$ cat config.mk
export PLATFORM = sky130hd
export DESIGN_NAME = loop_settle_monitor
export DESIGN_NICKNAME = d
export VERILOG_FILES = /design/src/rtl/loopmon_pkg.sv /design/src/rtl/loopmon_sync.sv /design/src/rtl/loop_settle_monitor.sv
export SDC_FILE = /design/constraint.sdc
export NUM_CORES = 1
export LEC_CHECK = 0
export CELL_PAD_IN_SITES_DETAIL_PLACEMENT = 2
export CELL_PAD_IN_SITES_GLOBAL_PLACEMENT = 2
export CORE_ASPECT_RATIO = 1.1
export CORE_MARGIN = 2
export CORE_UTILIZATION = 34
export CTS_CLUSTER_SIZE = 25
export DETAILED_ROUTE_END_ITERATION = 8
export PLACE_DENSITY_LB_ADDON = 0.25
export SLEW_MARGIN = 10
export SYNTH_ARGS = -nofsm -noshare
export SYNTH_HDL_FRONTEND = slang
export SYNTH_SLANG_ARGS = --single-unit
$ cat constraint.sdc
create_clock -name clk -period 1.9 [get_ports clk]
set_input_delay 0.57 -clock clk [delete_from_list [all_inputs] [get_ports clk]]
set_output_delay 0.57 -clock clk [all_outputs]
set_load 0.1 [all_outputs]
$ cat src/rtl/loopmon_pkg.sv
// loopmon_pkg: shared state encoding, synchronizer depth and saturating increment
package loopmon_pkg;

    typedef enum logic [2:0] {IDLE, CAPTURE, WATCH, STABLE, OSC} state_e;

    localparam int SYNC_STAGES = 2;

    function automatic logic [31:0] sat_inc(input logic [31:0] v, input logic [31:0] max);
        return (v >= max) ? max : v + 32'd1;
    endfunction

endpackage

$ cat src/rtl/loopmon_sync.sv
// loopmon_sync: WIDTH-bit multi-flop synchronizer with async active-low reset
module loopmon_sync
    import loopmon_pkg::*;
#(
    parameter int WIDTH = 16
) (
    input  logic             clk,
    input  logic             rst_n,
    input  logic [WIDTH-1:0] d,
    output logic [WIDTH-1:0] q
);

    logic [SYNC_STAGES-1:0][WIDTH-1:0] pipe;

    // shift each bit through SYNC_STAGES flops to resolve metastability
    always_ff @(posedge clk or negedge rst_n)
        if (!rst_n) pipe <= '0;
        else        pipe <= {pipe[SYNC_STAGES-2:0], d};

    assign q = pipe[SYNC_STAGES-1];

endmodule

$ cat src/rtl/loop_settle_monitor.sv
// loop_settle_monitor: watches loop nets after a start pulse and reports settle or oscillation.
// Optional LOOPMON_SYNC_EN inserts a 2-flop synchronizer on the nets (and on start, so the
// measurement window stays aligned with the synchronized samples).
module loop_settle_monitor
    import loopmon_pkg::*;
#(
    parameter int WIDTH      = 16,
    parameter int SETTLE_CYC = 8,
    parameter int TIMEOUT    = 64,
    parameter int CNT_W      = 8
) (
    input  logic             clk,
    input  logic             rst_n,
    input  logic             start_i,
    input  logic [WIDTH-1:0] nets_i,
    output logic             busy_o,
    output logic             stable_o,
    output logic             osc_o,
    output logic [CNT_W-1:0] toggle_cnt_o,
    output logic [CNT_W-1:0] settle_at_o,
    output logic [WIDTH-1:0] chg_mask_o
);

    localparam int          EW      = $clog2(TIMEOUT + 1);
    localparam int          QW      = $clog2(SETTLE_CYC + 1);
    localparam logic [31:0] CNT_MAX = 32'((64'd1 << CNT_W) - 64'd1);

    logic [WIDTH-1:0] s, prev, d;
    logic             start_s, start_q, quiet_hit;
    logic [EW-1:0]    elapsed, elapsed_n;
    logic [QW-1:0]    quiet;
    state_e           state;

`ifdef LOOPMON_SYNC_EN
    loopmon_sync #(.WIDTH(WIDTH + 1)) u_sync (
        .clk  (clk),
        .rst_n(rst_n),
        .d    ({start_i, nets_i}),
        .q    ({start_s, s})
    );
`else
    assign start_s = start_i;
    assign s       = nets_i;
`endif

    // register the start request so the capture sample is taken one cycle after it
    always_ff @(posedge clk or negedge rst_n)
        if (!rst_n) start_q <= 1'b0;
        else        start_q <= start_s;

    // per-sample change vector and exit conditions
    always_comb begin
        d         = s ^ prev;
        elapsed_n = elapsed + 1'b1;
        quiet_hit = (d == '0) && (32'(quiet) + 32'd1 == 32'(SETTLE_CYC));
    end

    // measurement FSM with registered verdicts, counters and change mask
    always_ff @(posedge clk or negedge rst_n)
        if (!rst_n) begin
            state        <= IDLE;
            prev         <= '0;
            elapsed      <= '0;
            quiet        <= '0;
            busy_o       <= 1'b0;
            stable_o     <= 1'b0;
            osc_o        <= 1'b0;
            toggle_cnt_o <= '0;
            settle_at_o  <= '0;
            chg_mask_o   <= '0;
        end else begin
            case (state)
                IDLE, STABLE, OSC:
                    if (start_q) begin
                        state    <= CAPTURE;
                        busy_o   <= 1'b1;
                        stable_o <= 1'b0;
                        osc_o    <= 1'b0;
                    end
                CAPTURE: begin
                    prev         <= s;
                    elapsed      <= '0;
                    quiet        <= '0;
                    toggle_cnt_o <= '0;
                    settle_at_o  <= '0;
                    chg_mask_o   <= '0;
                    state        <= WATCH;
                end
                WATCH: begin
                    prev    <= s;
                    elapsed <= elapsed_n;
                    if (d != '0) begin
                        quiet        <= '0;
                        toggle_cnt_o <= CNT_W'(sat_inc(32'(toggle_cnt_o), CNT_MAX));
                        chg_mask_o   <= chg_mask_o | d;
                        settle_at_o  <= (32'(elapsed_n) > CNT_MAX) ? CNT_W'(CNT_MAX) : CNT_W'(elapsed_n);
                    end else begin
                        quiet <= quiet + 1'b1;
                    end
                    if (quiet_hit) begin
                        state    <= STABLE;
                        stable_o <= 1'b1;
                        busy_o   <= 1'b0;
                    end else if (32'(elapsed_n) == 32'(TIMEOUT)) begin
                        state  <= OSC;
                        osc_o  <= 1'b1;
                        busy_o <= 1'b0;
                    end
                end
                default: state <= IDLE;
            endcase
        end

endmodule
; ---- Word level (Yosys, flattened, before mapping)
; Index checks and enable logic that the tools add are counted.
[word_totals]
ff_bits = 66
[op_classes]
n_mux = 24
reduce_logical = 13
n_bitwise = 2
n_addsub = 4
n_eq_ne = 12
n_lt_le_gt_ge = 1
[ops]
columns = op, count
row1 = case mux 16 bit (2 select lines), 1
row2 = case mux 8 bit (2 select lines), 2
row3 = 2-to-1 mux 8 bit, 3
row4 = zero test 16 bit, 1
row5 = 2-to-1 mux 16 bit, 1
row6 = bitwise OR 16 bit, 1
row7 = nonzero test 16 bit, 1
row8 = bitwise XOR 16 bit, 1
row9 = case mux 7 bit (2 select lines), 1
row10 = "!= test 2 bit, second input constant", 5
row11 = 2-to-1 mux 3 bit, 3
row12 = case mux 3 bit (3 select lines), 1
row13 = "adder 8 x 1 -> 8 bit, second input constant", 1
row14 = "greater-or-equal comparator 8 bit, second input constant", 1
row15 = case mux 4 bit (2 select lines), 1
row16 = "adder 7 x 1 -> 7 bit, second input constant", 1
row17 = "== test 7 bit, second input constant", 1
row18 = 2-to-1 mux 1 bit, 7
row19 = "== test 3 x 2 -> 1 bit, second input constant", 2
row20 = case mux 1 bit (2 select lines), 3
row21 = AND reduction 3 bit, 2
row22 = "adder 4 x 1 -> 5 bit, second input constant", 1
row23 = "== test 5 x 4 -> 1 bit, second input constant", 1
row24 = "adder 4 x 1 -> 4 bit, second input constant", 1
row25 = 11 further kinds, 13

; ---- Logic depth before layout (Yosys ltp)
[logic_depth]
depth_word = 5
mapped_depth = 8
mapped_depth_nobuf = 6

; ---- Least setup slack after synthesis
; OpenSTA, ideal clock, no wires.
[synth_timing]
path_type = reg-to-reg
from = register toggle_cnt_o[1]
to = register toggle_cnt_o[6]
arrival_ns = 2.028
stages_incl_launch_ff = 7
slack_ns = -0.249
t_required_ns = 1.778
setup_time_ns = 0.122
n_path_buf = 0
synth_period_minus_slack_ns = 2.149
cell_sequence = dfrtp_1 ha_1 and4_1 nand2_1 nor4b_1 o21ai_0 o211a_1
[synth_via]
elab_chain_cells = 4
elab_cells_between_ends = 5
cone_classes = add/sub: 1 / order compare: 1 / mux: 3
[synth_rtl]
columns = element, line_no
row1 = from (decl), loop_settle_monitor.sv:19  ; output logic [CNT_W-1:0] toggle_cnt_o,
row2 = from (signal assigned), loop_settle_monitor.sv:94  ; toggle_cnt_o <= CNT_W'(sat_inc(32'(toggle_cnt_o), CNT_MAX));
row3 = adder 8 x 1 -> 8 bit / greater-or-equal comparator 8 bit (equally long branches), loopmon_pkg.sv:9  ; return (v >= max) ? max : v + 32'd1;
row4 = 2-to-1 mux 8 bit *, loopmon_pkg.sv:9
row5 = 2-to-1 mux 8 bit *, loop_settle_monitor.sv:92  ; if (d != '0) begin
row6 = case mux 8 bit (2 select lines) *, loop_settle_monitor.sv:72  ; case (state)
; Every way passes the cells marked *; elsewhere a longest branch is shown, timed or not. The select of a mux whose other input is x is not followed.
; A chain may end at the register's enable or synchronous reset.

; ---- Worst setup path in the final report
[layout_timing]
from = input port nets_i[5]
to = register settle_at_o[4]
[layout_via]
elab_chain_cells = 4
[layout_rtl]
columns = element, line_no
row1 = from (decl), loop_settle_monitor.sv:15  ; input logic [WIDTH-1:0] nets_i,
row2 = bitwise XOR 16 bit, loop_settle_monitor.sv:53  ; d = s ^ prev;
row3 = nonzero test 16 bit, loop_settle_monitor.sv:92
row4 = != test 2 bit (no source line), --
row5 = AND reduction 2 bit (no source line), --
row6 = to (signal assigned), loop_settle_monitor.sv:96  ; settle_at_o <= (32'(elapsed_n) > CNT_MAX) ? CNT_W'(CNT_MAX) : CNT_W'(elapsed_n);
row7 = to (decl), loop_settle_monitor.sv:20  ; output logic [CNT_W-1:0] settle_at_o,
; No other way between the ends.

==> results.md <==
- Commonest non-fill, non-tap cell in the layout: dfrtp_1
- Final setup vio count: 24
- Initial antenna violation count: 0
- Post-route insts no fill: ~500
- Synthesized area: a little over 0.003 mm2
- GRT Util Overall: 0.243
- Setup TNS: -1.40 ns
- Vias in the first global route: slightly above 3k
- Sequential share of the synthesized area: 0.524
- Worst setup margin: -0.131 ns
- Pleak: between 0.002 and 0.0025 uW
- Total wire length: roughly 13000 um
- Worst min path class: input pin to asynchronous set/reset pin
- Rows: 36
- CTS Sinks: 65
- Pre-CTS setup slack: -0.767 ns
- Ys flop type: dfrtp_1
- VDD IR max: between 1 and 1.5 mV
- Status: finished, violations left
- Vert. Die Dim: about 100 um
- Largest net degree at the start of global routing: 28
- Final #Nets: about 400
- Multi-input logic area: 0.00160 mm2
- First-pass GRT wire length: ~18000 um
- CTS Buf Count: 9
- Violated checks: setup timing
- Routed Antenna Nets: 0
- Detailed placement HPWL: 6440 um
- Layout Skew: 0.0140 ns
- Syn. warnings: 0
- Post-synth EDFFs: 0
- Filler cell count: 803
- CP Launch Type: input pin
- CTS max path bufs: 2
- Layout cells sized above 1: 0.415
- Ant diodes: 0
- Initial Util: 0.350
- Vias per cell: between 5 and 6
- Clock latency on the worst-skew pair: around 0.36 ns
- Clk slew on worst S/H paths: about 0.08 ns
- Synth Register Bits: 65
- Die W: about 95 um
- Post-synthesis net count: between 300 and 400
- Worst Max-Slew Pin Slew: 0.551 ns
- Fraction of registers with async set/reset: 1.00
- Unrepaired setup endpoints after global routing: yes
- CP max FO: 5
- Crit Path Category: input pin to flip-flop
- Final Hold Viols: 0
- Total power: 9410 uW
- Share of the synthesized area in the top cell type: 0.524
- Clk root buf: clkbuf_8
- Maximum clock frequency: 0.492 GHz
- Overflow after GRT: 0
- Gp weighted congestion: 0.746
- Die ar.: 0.00990 mm2
- Cells after Synth: 284
- Register area: ~0.0016 mm2
- Worst path required time: approximately 2.2 ns
- Most area-consuming cells after synthesis: dfrtp_1, mux2_2, xnor2_1, nand2_1, o21ai_0
- Max-capacitance violation count: 0
- Min Tclk post-route: 2.03 ns
- Core area: 0.00887 mm2
- Final Util: 0.551
- DR iter-0 viols: 70
- Relative slew slack: 0.633
- CTS tree: done
- Fin. max-slew vios: 0
- IO buf count: 52
- Inst Count DP: approximately 460
- Final Cycle Share: 1.07
- Synth Area per Inst: between 10 and 15 um2
- Crit. End Element: flip-flop
- Netlist cell types: 50
- Worst Path Arrival: between 2 and 2.5 ns
- CTS HTree Levels: 3
- Yosys top cell by area: dfrtp_1
- DRC Markers: 0
- P&R area growth vs syn: 57.6%
- Pre-antenna DRT Iters: 4
- Commonest cells after routing, fill and taps aside: dfrtp_1, buf_12, nand2_1
- Via count: 2719
- # IOs: 54
- Routed WL per cell: roughly 26 um
- Pwr/cell area: about 1900 mW/mm2
-- flip-flops by register name, indices dropped and copies added (netlist names) --
| name | count |
|---|---|
| busy_o | 1 |
| state | 3 |
| osc_o | 1 |
| quiet | 4 |
| elapsed | 7 |
| stable_o | 1 |
| toggle_cnt_o | 8 |
| prev | 16 |
| chg_mask_o | 16 |
| start_q | 1 |
| settle_at_o | 7 |
-- cells in the mapped netlist, drive strengths merged (6+ instances only) --
library cell and instances:
dfrtp 65, nor2 11, o21ai 29, nand2 39, mux2 16, nand3 6, mux2i 8, and2 7
xnor2 19, buf 8
-- per-stage QoR --
stage          instance area, um2  hold WS (ns)
5_1_grt                      4890         0.208
2_1_floorplan                3110         0.274
6_report                     4890         0.189
3_3_place_gp                 4220         0.490
3_5_place_dp                 4220         0.518
4_1_cts                      4720         0.193
-- worst max-delay path, stage by stage --
cell	delay [ns]
dlygate4sd2_1	0.28
xnor2_2	0.24
nand4_1	0.17
or2_4	0.30
o21ai_4	0.18
buf_12	0.16
buf_12	0.12
mux2i_1	0.26
-- area by class of cell --
class	instances	area share
Sequential cell	65	0.334
Tap cell	114	0.0292
Clock inverter	6	0.0138
Clock buffer	10	0.0282
Timing Repair Buffer	95	0.264
Multi-Input combinational cell	203	0.328
Inverter	4	0.00307
-- logic make-up after synthesis --
logic type | share of synthesized area
flip-flops | 0.524
adder cells (fa/ha/maj) | 0.0161
buffers and inverters | 0.0331
XOR/XNOR | 0.0621
AO/OA/AOI/OAI | 0.129
multiplexers | 0.0839
other | 0.00121
AND/OR/NAND/NOR | 0.150
-- power by group --
group	total [uW]	internal [uW]	switching [uW]
logic	5690	2400	3290
clock network	1260	644	617
registers	2460	1850	616
total	9410	4890	4520
-- metal layers --
metal  track usage  up-vias  routed length (um)
li1              -     1193                   -
met3        0.0507       27                 477
met2         0.423       90                7170
met4        0.0714        0                 378
met1         0.298     1409                5120
met5             0        -                   0
-- worst paths after layout --
| kind | start | to | slack, ns | cells after the start |
|---|---|---|---|---|
| max | nets_i[5] | settle_at_o[4] | -0.13 | 8 |
| min | rst_n | stable_o | 0.19 | 1 |
| max reg2reg | prev[10] | settle_at_o[4] | -0.11 | 7 |
| min reg2reg | elapsed[1] | elapsed[1] | 0.53 | 1 |
| max in group asynchronous | rst_n | elapsed[2] | 1.16 | 2 |
| min in group clk | nets_i[15] | prev[15] | 0.50 | 2 |
-- timing repair --
action                                  in CTS  in global routing
endpoints found under the setup margin      56                 58
hold buffers                                 0                  0
resized for setup                           42                 45
pin swaps                                   15                 22
buffers inserted                             9                 15
cloned                                       3                  1
No activity file was read; power rests on OpenSTA's default activity.
==> patch, RTL diff (same flow settings) <==
Change the parameter `WIDTH` from 16 to 24.
--- a/src/rtl/loop_settle_monitor.sv
+++ b/src/rtl/loop_settle_monitor.sv
@@ -5,5 +5,5 @@
     import loopmon_pkg::*;
 #(
-    parameter int WIDTH      = 16,
+    parameter int WIDTH      = 24,
     parameter int SETTLE_CYC = 8,
     parameter int TIMEOUT    = 64,
Ports: changed (resized chg_mask_o and nets_i); port bits go from 54 to 70. The function was not compared with the original's and may differ.
==> patch against the original RTL <==
The run still ends with setup timing left; final cell count is 18% higher; maximum frequency fell by 19%; clock skew fell by 1.3 ps; routed wire length up 25%; combinational power increased by 31%; design area rose by 22%; sequential cell count up 16; synthesized area grew 19%; total power up 33%; setup slack worse by 470 ps; sequential share of layout area rose by 0.58 points; largest cell class unchanged.
==> patch: results (changes against the original RTL) <==
stage,metric,value,unit,change
global_route,largest net degree at the start of global routing,32,,was 28
sta,endpoints failing setup,38,,was 24
sta,"Worst Setup Slack, final",-599,ps,was -131 ps
global_route,initial antenna violation count,1,,was 0
critical_path,CP top delay family,simple AND/OR/NAND/NOR gates,,was buffers and inverters
place,pre-CTS setup slack,-993,ps,was -767 ps
yosys,Yosys cell types,55,,was 50
place,Area after DPL,5180,um^2,was 4220 um^2
pwr,Max IR drop VDD,1080,uV,was 1260 uV
pwr,Static Leak,2.55,nW,was 2.22 nW
global_route,met2 Usage GRT,0.449,,was 0.423
pwr,Gate power share,0.598,,was 0.604
run_status,outcome,"complete, but fails checks",,unchanged
critical_path,CP peak stage delay,420,ps,was 300 ps
pwr,switch share,0.500,,was 0.480
critical_path,WP data arrival,2760,ps,was 2290 ps
finish,Non-Filler Instances,587,,was 497
route,met3 WL post-DR,713,um,was 477 um
global_route,Global Route met3 Usage,0.0500,,was 0.0507
run_status,violated checks,setup timing,,unchanged
place,placed instance count,558,,was 455
finish,share of layout cells above drive strength 1,0.446,,was 0.415
place,IO buf count,68,,was 52
route,WL met1,6.34,mm,was 5.12 mm
route,wire per inst,28.0,um,was 26.5 um
global_route,number of global-route vias before repair,3693,,"was 3,095"
place,GP Congestion,0.771,,was 0.746
-- patch: cell count changes in the layout (fill, tap and decap cells not counted), moves of 8 or more --
cell / before / now
dfrtp_1: 60 / 79
o21ai_2: 2 / 15
clkbuf_16: 0 / 10
nor2_1: 9 / 18
clkbuf_8: 10 / 2
mux2_2: 16 / 24
-- patch: area by class of cell --
class / count / area, um^2 / share of cell area
sequential: 81 / 2030 / 0.340
tap: 143 / 179 / 0.0300
clock inverter: 4 / 27.5 / 0.00461
multi-input combinational: 238 / 1990 / 0.334
timing repair buffer: 108 / 1480 / 0.248
clock buffer: 12 / 256 / 0.0430
inverter: 1 / 3.75 / 0.000629
-- patch: repair_timing --
action	CTS	global route
endpoints found under the hold margin	0	0
gates cloned	2	1
setup endpoints to repair	69	61
pin swaps	16	11
resized for setup	54	67
buffers inserted	5	7
-- patch: logic make-up after synthesis --
kind of cell	after synthesis	share of synthesized area
XOR/XNOR	30	0.0711
AO/OA/AOI/OAI	72	0.128
multiplexers	24	0.0731
buffers and inverters	16	0.0237
adder cells (fa/ha/maj)	4	0.0135
AND/OR/NAND/NOR	107	0.141
flip-flops	81	0.549
other	1	0.00101
-- patch: path summary, 6_finish.rpt --
path	slack [ps]	endpoint	start
setup / recovery	-600	quiet[2]$_DFFE_PN0P_	nets_i[6]
hold / removal	140	settle_at_o[5]$_DFFE_PN0P_	rst_n
setup reg to reg	-580	quiet[2]$_DFFE_PN0P_	prev[16]$_DFFE_PN0P_
hold reg to reg	520	elapsed[6]$_DFFE_PN0P_	elapsed[6]$_DFFE_PN0P_
max in group asynchronous	1240	settle_at_o[1]$_DFFE_PN0P_	rst_n
min in group clk	520	elapsed[6]$_DFFE_PN0P_	elapsed[6]$_DFFE_PN0P_
